===== src/rtl/muldiv_sequencer_if.sv =====
// Handshake and data bundle between the EX stage and the iterative RV32M multiply/divide unit.
interface muldiv_sequencer_if #(
  parameter int XLEN = 32
);
  logic            start;
  logic            flush;
  logic [2:0]      funct3;
  logic [XLEN-1:0] op_a;
  logic [XLEN-1:0] op_b;
  logic            stall;
  logic            busy;
  logic            done;
  logic [XLEN-1:0] result;

  modport master (
    output start, flush, funct3, op_a, op_b,
    input  stall, busy, done, result
  );

  modport slave (
    input  start, flush, funct3, op_a, op_b,
    output stall, busy, done, result
  );
endinterface


===== src/rtl/muldiv_sequencer.sv =====
// Iterative RV32M multiply/divide unit: shift-add multiply and restoring divide on magnitudes
// sharing one hi/lo register pair, with sign fix-up folded into the final iteration.
module muldiv_sequencer #(
  parameter int XLEN = 32
) (
  input  logic               clk,
  input  logic               rst_n,
  muldiv_sequencer_if.slave  bus
);
  localparam int CW = $clog2(XLEN);
  localparam logic [XLEN-1:0] MIN_NEG = {1'b1, {(XLEN-1){1'b0}}};

  typedef enum logic [1:0] {IDLE, MUL, DIV, DONE} state_t;

  state_t          state_q, state_d;
  logic [CW-1:0]   cnt_q, cnt_d;
  logic [2:0]      f3_q, f3_d;
  logic            sign_a_q, sign_a_d;
  logic            neg_q, neg_d;
  logic [XLEN-1:0] hi_q, hi_d, lo_q, lo_d, b_q, b_d;
  logic [XLEN-1:0] result_q, result_d;
  logic            done_q, done_d;

  logic            a_sgn, b_sgn, sa, sb;
  logic [XLEN-1:0] mag_a, mag_b;
  logic [XLEN:0]   add_sum, rem_sh, diff;
  logic            q_bit;
  logic [XLEN-1:0] mul_hi, mul_lo, div_hi, div_lo;
  logic [2*XLEN-1:0] prod, prod_fix;
  logic [XLEN-1:0] mul_res, div_res;

  // One step of each datapath, evaluated every cycle from the shared hi/lo registers.
  always_comb begin
    add_sum  = {1'b0, hi_q} + (lo_q[0] ? {1'b0, b_q} : '0);
    mul_hi   = add_sum[XLEN:1];
    mul_lo   = {add_sum[0], lo_q[XLEN-1:1]};
    prod     = {mul_hi, mul_lo};
    prod_fix = neg_q ? -prod : prod;
    mul_res  = (f3_q[1:0] == 2'b00) ? prod_fix[XLEN-1:0] : prod_fix[2*XLEN-1:XLEN];

    rem_sh   = {hi_q, lo_q[XLEN-1]};
    diff     = rem_sh - {1'b0, b_q};
    q_bit    = ~diff[XLEN];
    div_hi   = q_bit ? diff[XLEN-1:0] : rem_sh[XLEN-1:0];
    div_lo   = {lo_q[XLEN-2:0], q_bit};
    div_res  = f3_q[1] ? (sign_a_q ? -div_hi : div_hi)
                       : (neg_q ? -div_lo : div_lo);
  end

  always_comb begin
    a_sgn = bus.funct3[2] ? ~bus.funct3[0] : (bus.funct3[1:0] != 2'b11);
    b_sgn = bus.funct3[2] ? ~bus.funct3[0] : ~bus.funct3[1];
    sa    = a_sgn & bus.op_a[XLEN-1];
    sb    = b_sgn & bus.op_b[XLEN-1];
    mag_a = sa ? -bus.op_a : bus.op_a;
    mag_b = sb ? -bus.op_b : bus.op_b;
  end

  always_comb begin
    state_d  = state_q;
    cnt_d    = cnt_q;
    f3_d     = f3_q;
    sign_a_d = sign_a_q;
    neg_d    = neg_q;
    hi_d     = hi_q;
    lo_d     = lo_q;
    b_d      = b_q;
    result_d = result_q;
    done_d   = 1'b0;

    case (state_q)
      IDLE: begin
        if (bus.start) begin
          f3_d     = bus.funct3;
          sign_a_d = sa;
          neg_d    = sa ^ sb;
          hi_d     = '0;
          lo_d     = mag_a;
          b_d      = mag_b;
          cnt_d    = CW'(XLEN - 1);
          state_d  = bus.funct3[2] ? DIV : MUL;
          if (bus.funct3[2] && bus.op_b == '0) begin
            result_d = bus.funct3[1] ? bus.op_a : '1;
            done_d   = 1'b1;
            state_d  = DONE;
          end else if (bus.funct3[2] && !bus.funct3[0] &&
                       bus.op_a == MIN_NEG && bus.op_b == '1) begin
            result_d = bus.funct3[1] ? '0 : MIN_NEG;
            done_d   = 1'b1;
            state_d  = DONE;
          end
        end
      end
      MUL, DIV: begin
        hi_d  = (state_q == MUL) ? mul_hi : div_hi;
        lo_d  = (state_q == MUL) ? mul_lo : div_lo;
        cnt_d = cnt_q - 1'b1;
        if (cnt_q == '0) begin
          result_d = (state_q == MUL) ? mul_res : div_res;
          done_d   = 1'b1;
          state_d  = DONE;
        end
      end
      DONE:    state_d = IDLE;
      default: state_d = IDLE;
    endcase

    // A redirect discards whatever was in flight, including a pending result.
    if (bus.flush) begin
      state_d  = IDLE;
      done_d   = 1'b0;
      result_d = result_q;
    end
  end

  always_ff @(posedge clk or negedge rst_n) begin
    if (!rst_n) begin
      state_q  <= IDLE;
      cnt_q    <= '0;
      f3_q     <= '0;
      sign_a_q <= 1'b0;
      neg_q    <= 1'b0;
      hi_q     <= '0;
      lo_q     <= '0;
      b_q      <= '0;
      result_q <= '0;
      done_q   <= 1'b0;
    end else begin
      state_q  <= state_d;
      cnt_q    <= cnt_d;
      f3_q     <= f3_d;
      sign_a_q <= sign_a_d;
      neg_q    <= neg_d;
      hi_q     <= hi_d;
      lo_q     <= lo_d;
      b_q      <= b_d;
      result_q <= result_d;
      done_q   <= done_d;
    end
  end

  assign bus.stall  = (state_q == IDLE && bus.start && !bus.flush) ||
                      state_q == MUL || state_q == DIV;
  assign bus.busy   = (state_q != IDLE);
  assign bus.done   = done_q & ~bus.flush;
  assign bus.result = result_q;
endmodule


===== src/flat_wrapper.sv =====
// flat-port wrapper written by rule: the top's interface ports become plain ports
module muldiv_sequencer_flat 
#(
  parameter int XLEN = 32
)
  (clk, rst_n, bus_start, bus_flush, bus_funct3, bus_op_a, bus_op_b, bus_stall, bus_busy, bus_done, bus_result);
  muldiv_sequencer_if #(.XLEN(XLEN)) bus_i ();
  input  logic clk;
  input  logic rst_n;
  input wire logic [$bits(bus_i.start)-1:0] bus_start;
  input wire logic [$bits(bus_i.flush)-1:0] bus_flush;
  input wire logic [$bits(bus_i.funct3)-1:0] bus_funct3;
  input wire logic [$bits(bus_i.op_a)-1:0] bus_op_a;
  input wire logic [$bits(bus_i.op_b)-1:0] bus_op_b;
  output wire logic [$bits(bus_i.stall)-1:0] bus_stall;
  output wire logic [$bits(bus_i.busy)-1:0] bus_busy;
  output wire logic [$bits(bus_i.done)-1:0] bus_done;
  output wire logic [$bits(bus_i.result)-1:0] bus_result;
  assign bus_i.start = bus_start;
  assign bus_i.flush = bus_flush;
  assign bus_i.funct3 = bus_funct3;
  assign bus_i.op_a = bus_op_a;
  assign bus_i.op_b = bus_op_b;
  assign bus_stall = bus_i.stall;
  assign bus_busy = bus_i.busy;
  assign bus_done = bus_i.done;
  assign bus_result = bus_i.result;
  muldiv_sequencer #(.XLEN(XLEN)) u_core (.clk(clk), .rst_n(rst_n), .bus(bus_i));
endmodule

===== config.mk =====
export PLATFORM = sky130hd
export DESIGN_NAME = muldiv_sequencer_flat
export DESIGN_NICKNAME = d
export VERILOG_FILES = /design/src/rtl/muldiv_sequencer_if.sv /design/src/rtl/muldiv_sequencer.sv /design/src/flat_wrapper.sv
export SDC_FILE = /design/constraint.sdc
export NUM_CORES = 1
export LEC_CHECK = 0
export BUFFER_PORTS_ARGS = -buffer_cell sky130_fd_sc_hd__buf_2
export CORE_MARGIN = 5
export CORE_UTILIZATION = 45
export DETAILED_ROUTE_END_ITERATION = 10
export SETUP_SLACK_MARGIN = 0.4
export SYNTH_ARGS = -nofsm -noshare
export SYNTH_HDL_FRONTEND = slang
export SYNTH_SLANG_ARGS = --single-unit

===== constraint.sdc =====
create_clock -name clk -period 5.2 [get_ports clk]
set_clock_uncertainty 0.2 [all_clocks]
set_input_delay 0.52 -clock clk [delete_from_list [all_inputs] [get_ports clk]]
set_output_delay 0.52 -clock clk [all_outputs]
set_load 0.005 [all_outputs]

==> Yosys cells after proc, flatten, opt, wreduce, memory -nomap -nowiden <==
Index checks and enable logic that the tools add are counted.
{ "word_totals": {"regBits": 140, "inputBits": 71, "out_inout_bits": 35} }
{ "op_classes": {"addsub": 8, "n_eq_ne": 11, "muxes": 40, "bitwise": 8, "n_reduce_logical": 21} }
{ "op_table": {"columns": ["cell", "n"], "rows": [
  ["$mux 32", 19],
  ["$pmux 32 s2", 3],
  ["$neg 32->32", 4],
  ["$eq 32x32->1 const B", 2],
  ["$mux 64", 1],
  ["$neg 64->64", 1],
  ["$add 32x33->33", 1],
  ["$sub 33x32->33", 1],
  ["$logic_not 32->1", 1],
  ["$mux 2", 6],
  ["$pmux 5 s2", 1],
  ["$mux 1", 7],
  ["$logic_and 1x1->1", 6],
  ["$pmux 2 s3", 1],
  ["$reduce_and 2->1", 3],
  ["$logic_not 5->1", 1],
  ["$mux 5", 1],
  ["$reduce_and 5->1", 1],
  ["$sub 5x1->5 const B", 1],
  ["$eq 2x2->1 const B", 2],
  ["$logic_not 2->1", 2],
  ["$ne 2x2->1 const B", 2],
  ["$not 1->1", 4],
  ["$reduce_bool 2->1", 2],
  ["other kinds (11)", 15]
]} }

==> Longest topological paths before layout <==
Gate-level depths: netlist of the first run.
{ "depth": {"word_depth": 9, "mapped_depth": 24, "depth_no_buf": 21} }

==> Least setup slack after synthesis of the first run <==
No wires, ideal clock.
{ "synth_timing": {"kind": "register to register", "startpoint": "register u_core.lo_q[31]", "endpoint": "register u_core.result_q[30], in the netlist u_core.bus.result[30]", "setup_time_ps": 129, "arrival_time_ps": 5264, "required_ps": 4871, "path_slack_ps": -393, "stages_incl_launch_ff": 24, "n_path_buf": 3, "synth_period_minus_slack_ps": 5593, "path_cell_list": "dfrtp_1 > inv_1 > ha_1 > fa_1 > nand2b_1 > a21oi_1 > o211ai_1 > a211oi_1 > o21a_1 > nor2_1 > inv_1 > buf_2 > clkbuf_1 > clkbuf_1 > nor2_1 > a21oi_1 > ha_1 > nor3b_1 > a21oi_1 > or4_4 > o41ai_2 > xnor2_1 > a211oi_2 > o31ai_1"} }
{ "synth_via": {"elab_chain_cells": 8, "elab_cells_between_ends": 14, "cone_classes": "add/sub (4); mux (9); bitwise (1)"} }
{ "synth_lines": {"columns": ["item", "line_no", "text"], "rows": [
  ["from (decl)", "muldiv_sequencer.sv:20", "logic [XLEN-1:0] hi_q, hi_d, lo_q, lo_d, b_q, b_d;"],
  ["from (signal assigned)", "muldiv_sequencer.sv:135", "lo_q <= lo_d;"],
  ["$sub 33x32->33", "muldiv_sequencer.sv:42", "diff = rem_sh - {1'b0, b_q};"],
  ["$mux 32 or $not 1->1 (tied branches)", "muldiv_sequencer.sv:44, muldiv_sequencer.sv:43", null],
  ["$neg 32->32 (on tied branches)", "muldiv_sequencer.sv:46, muldiv_sequencer.sv:47", null],
  ["$mux 32 (on tied branches)", "muldiv_sequencer.sv:46, muldiv_sequencer.sv:47", null],
  ["$mux 32", "muldiv_sequencer.sv:46", "div_res = f3_q[1] ? (sign_a_q ? -div_hi : div_hi)"],
  ["$mux 32 *", "muldiv_sequencer.sv:99", "result_d = (state_q == MUL) ? mul_res : div_res;"],
  ["$mux 32 *", "muldiv_sequencer.sv:98", "if (cnt_q == '0) begin"],
  ["$pmux 32 s2 *", "muldiv_sequencer.sv:71", "case (state_q)"],
  ["to (signal assigned)", "muldiv_sequencer.sv:137", "result_q <= result_d;"],
  ["to (decl)", "muldiv_sequencer.sv:21", "logic [XLEN-1:0] result_q, result_d;"]
]} }
Mark *: on every way between the ends. The rest lies on a longest branch, timed or not. The select of a mux whose other input is x is not followed.
A chain may end at the register's enable or synchronous reset.

==> Worst setup path in the final report of the first run <==
{ "layout_timing": {"startpoint": "register u_core.lo_q[21]", "endpoint": "register u_core.result_q[26], in the netlist u_core.bus.result[26]"} }
{ "layout_via": {"elab_chain_cells": 6, "elab_cells_between_ends": 9, "cone_classes": "add/sub (2); mux (7)"} }
{ "layout_lines": {"columns": ["item", "line_no"], "rows": [
  ["$neg 64->64 or $neg 32->32 (tied branches)", "muldiv_sequencer.sv:38, muldiv_sequencer.sv:47"],
  ["$mux 64 or $mux 32 (tied branches)", "muldiv_sequencer.sv:38, muldiv_sequencer.sv:47"],
  ["$mux 32 (on tied branches)", "muldiv_sequencer.sv:39, muldiv_sequencer.sv:46"],
  ["$mux 32 *", "muldiv_sequencer.sv:99"],
  ["$mux 32 *", "muldiv_sequencer.sv:98"],
  ["$pmux 32 s2 *", "muldiv_sequencer.sv:71"]
]} }
Marks and branches as above.

==> results of run 1 <==
-- synthesized netlist by cell type (33+ instances only) --
library cell / number / share of area (%)
nand2_1: 334 / 7.4
o21ai_0: 279 / 8.3
nor2_1: 200 / 4.5
a21oi_1: 171 / 5.1
dfrtp_1: 140 / 21
clkbuf_1: 129 / 2.9
xnor2_1: 94 / 4.9
xor2_1: 83 / 4.3
ha_1: 77 / 5.7
nor3_1: 70 / 2.1
inv_1: 65 / 1.4
mux2i_1: 58 / 3.4
nand3_1: 50 / 1.5
o211ai_1: 41 / 1.8
a21o_1: 40 / 1.8
o31ai_1: 38 / 1.7
a31oi_1: 37 / 1.4
or3_1: 33 / 1.2
-- sequential cells by signal (all words and copies together), names as in the netlist --
name / count
u_core.b_q: 32
u_core.bus.result: 32
u_core.hi_q: 32
u_core.lo_q: 32
u_core.cnt_q: 5
u_core.f3_q: 2
u_core.state_q: 2
u_core.done_q: 1
u_core.neg_q: 1
u_core.sign_a_q: 1
-- area by class of cell --
cell class                 count  share of cell area (%)
clock buffer                  21                    2.46
timing repair buffer         207                    6.87
tap                          474                    3.10
sequential                   140                    18.3
timing repair inverter         1                  0.0392
clock inverter                10                   0.470
inverter                      67                    1.35
multi-input combinational   2017                    67.4
-- layer usage --
| metal | track usage [%] | vias up | part of all wire (%) |
|---|---|---|---|
| met5 | 0 | - | 0 |
| met4 | 10.5 | 0 | 3.8 |
| met3 | 4.91 | 166 | 7.6 |
| met2 | 53.6 | 915 | 46 |
| met1 | 44.8 | 9184 | 43 |
| li1 | - | 8842 | - |
-- worst max-delay path by stage --
stage / startpoint / end
after floorplan: u_core.hi_q[18]$_DFFE_PN0P_ / u_core.bus.result[30]$_DFFE_PN0P_
after global placement: u_core.b_q[6]$_DFFE_PN0P_ / u_core.bus.result[30]$_DFFE_PN0P_
after detailed placement: u_core.hi_q[10]$_DFFE_PN0P_ / u_core.bus.result[10]$_DFFE_PN0P_
after CTS: u_core.hi_q[16]$_DFFE_PN0P_ / u_core.bus.result[10]$_DFFE_PN0P_
after global routing: u_core.b_q[15]$_DFFE_PN0P_ / u_core.bus.result[10]$_DFFE_PN0P_
final: u_core.lo_q[21]$_DFFE_PN0P_ / u_core.bus.result[26]$_DFFE_PN0P_
-- timing repair --
| item | 4_1_cts | 5_1_grt |
|---|---|---|
| gates resized for setup | 11 | 62 |
| setup buffers | 3 | 10 |
| pin swaps | 5 | 13 |
| hold buffers | 1 | 0 |
| endpoints found under the hold margin | 80 | 0 |
| endpoints found under the setup margin | 11 | 24 |
| gates cloned | 0 | 1 |
-- through the flow --
stage / cells / cell area, sq um / hold WS (ps) / worst slack [ps] / utilization [%]
6_report: 2937 / 19200 / 93.7 / 435 / 51.4
5_1_grt: 2937 / 19200 / 87.5 / 361 / 51.4
4_1_cts: 2926 / 18800 / 79.8 / 373 / 50.4
3_5_place_dp: 2891 / 18200 / 272 / 309 / 48.7
3_3_place_gp: 2891 / 18200 / 257 / 360 / 48.7
2_1_floorplan: 2377 / 16900 / 24.4 / 414 / -
-- logic make-up (layout without fill, tap and decap cells) --
group           count (synthesis)  in the layout  synth area share [%]
simple gates                  894            894                  25.1
xor+xnor                      177            177                  9.19
flops                         140            140                  20.8
buf+inv                       220            306                  5.03
mux                            67             67                  4.04
compound gates                800            800                  29.9
fa+ha+maj                      79             79                  5.95
==> results_dict.tcl, run 1 <==
set metrics [dict create \
    worstReg2RegEnd "u_core.bus.result[26]$_DFFE_PN0P_" \
    worstPathBufferInverterCount 0 \
    dr.pass1.iters 6 \
    period_share_pct 91.6 \
    drc_errors 0 \
    worst-setup-path-type "reg2reg" \
    worstPathCellList "nor4_1 > nand2b_1 > nor3_1 > nand3_1 > nor3_1 > and4b_1 > nand4b_1 > o21ai_0 > xnor2_1 > a211oi_1 > nor2_1" \
    crit_path_top_delay_cell "nor4_1" \
    die_w_um 204 \
    hp-class "in2reg" \
    end_kind "flop" \
    final_common_cell "nand2_1" \
    gp_congestion 0.990 \
    routed-via-count 19107 \
    io_pins 106 \
    critPathMaxStageDelay_ps 990 \
    drtAntennaViolNets 0 \
    finalNetCount 2601 \
    vias_per_cell 6.51 \
    ctsLongestPathBuffers 2 \
    cp_max_fo 9 \
    synthesis.nets 2527 \
    cp_common_cell "nor3_1" \
    ctsHtreeMaxLevel 4 \
    cts_tree "done" \
    register_area_sq_um 3510 \
    synth_cell_types 88 \
    synth_edf_count 0 \
    grt_first_pass_wirelength_um 106000 \
    portBuffers 105 \
    tightest_slew_ps 1110 \
    period_needed_ps 4770 \
    routed_wl_um 70600 \
    path_delay_family "simple AND/OR/NAND/NOR gates" \
    die_y_um 204 \
    core_sq_um 37300 \
    cap_violations 0 \
    cts-root-buf "clkbuf_16" \
    crit-reg2reg-launch "u_core.lo_q[21]$_DFFE_PN0P_" \
    antenna_cells 0 \
    worstSkewPairLatency_ps 470 \
    syn_area_sq_um 16900 \
    cp-start-kind "flop" \
    grt_overflow_total 0 \
    setup_tns_ps 0 \
    multiInputGateArea_sq_um 12900 \
    critPathRequiredTime_ps 5340 \
    initial_core_util_pct 45.2 \
    whs_endpoint "u_core.state_q[0]$_DFFE_PN0P_" \
    finalHoldViolCount 0 \
    dieArea_sq_um 41400 \
    syn_to_final_growth_pct 13.6 \
    yosysWarnings 0 \
    min_from "bus_flush" \
    fmax_mhz 210 \
    status "completed" \
    antenna_found_initial 2 \
    fillCellCount 3765 \
    syn_avg_cell_area_sq_um 7.09 \
    final_cell_mix "nand2_1 (333), o21ai_0 (275), nor2_1 (195)" \
    grt_use_total_pct 32.8 \
    ys_seq_elements 140 \
    synthCells 2377 \
    drive_gt1_share_pct 14.3 \
    cts.sink_count 140 \
    path_clk_slew_ps 70 \
    slew_headroom_pct 25.6 \
    hpwl_um 54500 \
    synthFlopType "dfrtp_1" \
    synth-seq-area-share_pct 20.8 \
    numCtsBuffers 17 \
    slew_viol_final 0 \
    grt_max_degree 83 \
    cp_data_arrival_time_ps 4900 \
    ys_async_sr_fraction_pct 100 \
    worstHoldPathCells 2 \
    setup_viol 0 \
    grt_pass1_vias 17718 \
    cp.depth 11 \
    reg2reg_depth 11 \
    drt_iter0_drc 2158 \
    rsz0062_at_grt "yes" \
    rrSetupSlack_ps 430 \
    rows 71 \
    routedWlPerCell_um 24.0 \
]
Power of run 1 is not shown: default switching activity piles up to over one toggle a cycle in this logic, so the estimate is an artifact.
==> run 2, diff against run 1 <==
--- a/config.mk
+++ b/config.mk
@@ -5,6 +5,7 @@
 export SDC_FILE = /design/constraint.sdc
 export NUM_CORES = 1
 export LEC_CHECK = 0
+export ABC_AREA = 1
 export BUFFER_PORTS_ARGS = -buffer_cell sky130_fd_sc_hd__buf_2
 export CORE_MARGIN = 5
 export CORE_UTILIZATION = 45
==> run 2 against run 1 <==
Wire length grew 10%. First-iteration DRC count grew 16%. Synthesized cell count rose by 34%.
==> results_dict.tcl, run 2 <==
set metrics [dict create \
    io_pins 106 \
    ys_async_sr_fraction_pct 100 \
    cp_max_fo 22 \
    hpwl_um 62600 \
    yosysTopAreaCell "dfrtp_1" \
    met3WireLength_um 7340 \
    antenna_found_initial 0 \
    ys_seq_elements 140 \
    rrSetupSlack_ps 630 \
    worstReg2RegEnd "u_core.bus.result[9]$_DFFE_PN0P_" \
    synthesis.nets 3326 \
    initial_core_util_pct 45.3 \
    setup_tns_ps 0 \
    dieArea_sq_um 44000 \
    path_clk_slew_ps 70 \
    finalNetCount 3372 \
    setup_viol 0 \
    cp_data_arrival_time_ps 4720 \
    status "completed" \
    cp-start-kind "flop" \
    grt_overflow_total 0 \
    portBuffers 105 \
    synth_top_area_share_pct 19.5 \
    vias_per_cell 5.77 \
    fmax_mhz 219 \
    tightest_slew_ps 1080 \
    final_cell_mix "nand2_1 (887), inv_1 (407), nor2_1 (395)" \
    hp-class "in2reg" \
    rows 73 \
    fillCellCount 4382 \
    synthCells 3176 \
    whs_endpoint "u_core.f3_q[0]$_DFFE_PN0P_" \
    crit-reg2reg-launch "u_core.lo_q[31]$_DFFE_PN0P_" \
    antenna_cells 0 \
    dr.pass1.iters 7 \
    min_from "bus_funct3[0]" \
    drt_iter0_drc 2513 \
    gp_congestion 1.03 \
    worstHoldPathCells 3 \
    period_share_pct 87.9 \
    die_y_um 210 \
    synthFlopType "dfrtp_1" \
    register_area_sq_um 3500 \
    reg2reg_depth 25 \
    multiInputGateArea_sq_um 12400 \
    grt_use_total_pct 34.4 \
    grt_pass1_vias 19666 \
    slew_viol_final 0 \
    drc_errors 0 \
    yosysWarnings 0 \
    worstSkewPairLatency_ps 480 \
    ctsHtreeMaxLevel 4 \
    die_w_um 210 \
    synth_edf_count 0 \
    cts.sink_count 140 \
    synth-seq-area-share_pct 19.5 \
    syn_to_final_growth_pct 9.10 \
    end_kind "flop" \
    met2_length_um 33000 \
    slew_headroom_pct 28.1 \
    routed-via-count 21700 \
    finalHoldViolCount 0 \
    ctsLongestPathBuffers 2 \
    cts_tree "done" \
    routedWlPerCell_um 20.7 \
    topRoutingLayerUsed "met4" \
    met1Wirelength_um 35000 \
    drtAntennaViolNets 0 \
    rsz0062_at_grt "yes" \
    numCtsBuffers 17 \
    drive_gt1_share_pct 8.41 \
    synth_common_cells "nand2_1 (888), inv_1 (408), nor2_1 (399)" \
    yosysMostFrequentCell "nand2_1" \
    synth.area.top_cells "dfrtp_1 (19%), nand2_1 (19%), inv_1 (8.5%)" \
    grt_first_pass_wirelength_um 117000 \
    worst-setup-path-type "reg2reg" \
    syn_avg_cell_area_sq_um 5.66 \
    critPathRequiredTime_ps 5350 \
    cts-root-buf "clkbuf_16" \
    grt_max_degree 89 \
    core_sq_um 39600 \
    syn_area_sq_um 18000 \
    synth_cell_types 55 \
    routed_wl_um 77800 \
    cap_violations 0 \
    period_needed_ps 4570 \
    postCtsSetupBuffers 0 \
    final_common_cell "nand2_1" \
]
==> run 2: cell count changes after synthesis, moves of 70 or more <==
| cell | previous run | this run |
|---|---|---|
| xnor2_1 | 94 | 24 |
| a21oi_1 | 171 | 244 |
| nand2_1 | 334 | 888 |
| nand3_1 | 50 | 230 |
| inv_1 | 65 | 408 |
| nor2_1 | 200 | 399 |
==> run 2: worst max-delay path by stage <==
stage	to	startpoint	cells past startpoint	slack, ps
CTS	u_core.bus.result[9]$_DFFE_PN0P_	u_core.lo_q[31]$_DFFE_PN0P_	25	580
global route	u_core.bus.result[27]$_DFFE_PN0P_	u_core.lo_q[31]$_DFFE_PN0P_	26	360
finish	u_core.bus.result[9]$_DFFE_PN0P_	u_core.lo_q[31]$_DFFE_PN0P_	25	630
detailed placement	u_core.bus.result[9]$_DFFE_PN0P_	u_core.lo_q[31]$_DFFE_PN0P_	25	610
global placement	u_core.bus.result[27]$_DFFE_PN0P_	u_core.lo_q[31]$_DFFE_PN0P_	26	750
floorplan	u_core.bus.result[8]$_DFFE_PN0P_	u_core.lo_q[31]$_DFFE_PN0P_	26	1630
==> run 2: per-stage QoR <==
| stage | instances | setup slack (ps) | utilization [%] | hold slack, ps | area, sq um |
|---|---|---|---|---|---|
| 5_1_grt | 3760 | 358 | 49.5 | 146 | 19600 |
| 3_5_place_dp | 3726 | 609 | 47.8 | 297 | 19000 |
| 6_report | 3760 | 629 | 49.5 | 137 | 19600 |
| 3_3_place_gp | 3726 | 751 | 47.8 | 291 | 19000 |
| 2_1_floorplan | 3176 | 1630 | - | 24.4 | 18000 |
| 4_1_cts | 3759 | 579 | 49.4 | 112 | 19600 |
==> run 2: repair_timing <==
action | in CTS | in global routing
gates resized for setup | 0 | 2
hold buffers | 1 | 0
endpoints found under the setup margin | 0 | 22
endpoints found under the hold margin | 75 | 0
==> run 2: layout make-up <==
cell class / instances / share of cell area, %
multi-input combinational: 2495 / 63.3
tap: 525 / 3.35
timing repair buffer: 146 / 4.30
inverter: 422 / 8.08
clock buffer: 17 / 2.17
clock inverter: 15 / 0.919
sequential: 140 / 17.9
==> run 2: cell families after synthesis <==
kind of cell    after synthesis  share of synthesized area, %
buf+inv                     542                          11.8
xor+xnor                     85                          4.14
compound gates              636                          19.4
fa+ha+maj                    79                          5.58
flops                       140                          19.5
simple gates               1694                          39.6
==> run 2: worst max-delay path, cell delays in order, from the launching register on <==
cell,delay [ps]
dfrtp_1,410
inv_1,160
ha_1,280
fa_1,430
inv_1,110
nand2_1,60
nand2_1,70
nand3_1,90
nand2_2,130
nand2_2,80
nand2_4,90
nand2_4,90
nand2_4,90
nand2_2,230
nand2_8,280
nand2_1,100
nand2_2,150
nand2_1,100
nor2_2,160
nand2_1,120
o21ai_2,360
nand2_1,100
nand2_1,70
nor2_1,60
o21ai_0,280
a21oi_1,120
==> run 2: per-layer routing <==
metal	global-route usage [%]	up-vias
met3	6.61	134
li1	-	10436
met5	0	-
met2	51.4	1042
met1	49.9	10088
met4	11.1	0
Power of run 2 is left out for the same reason.
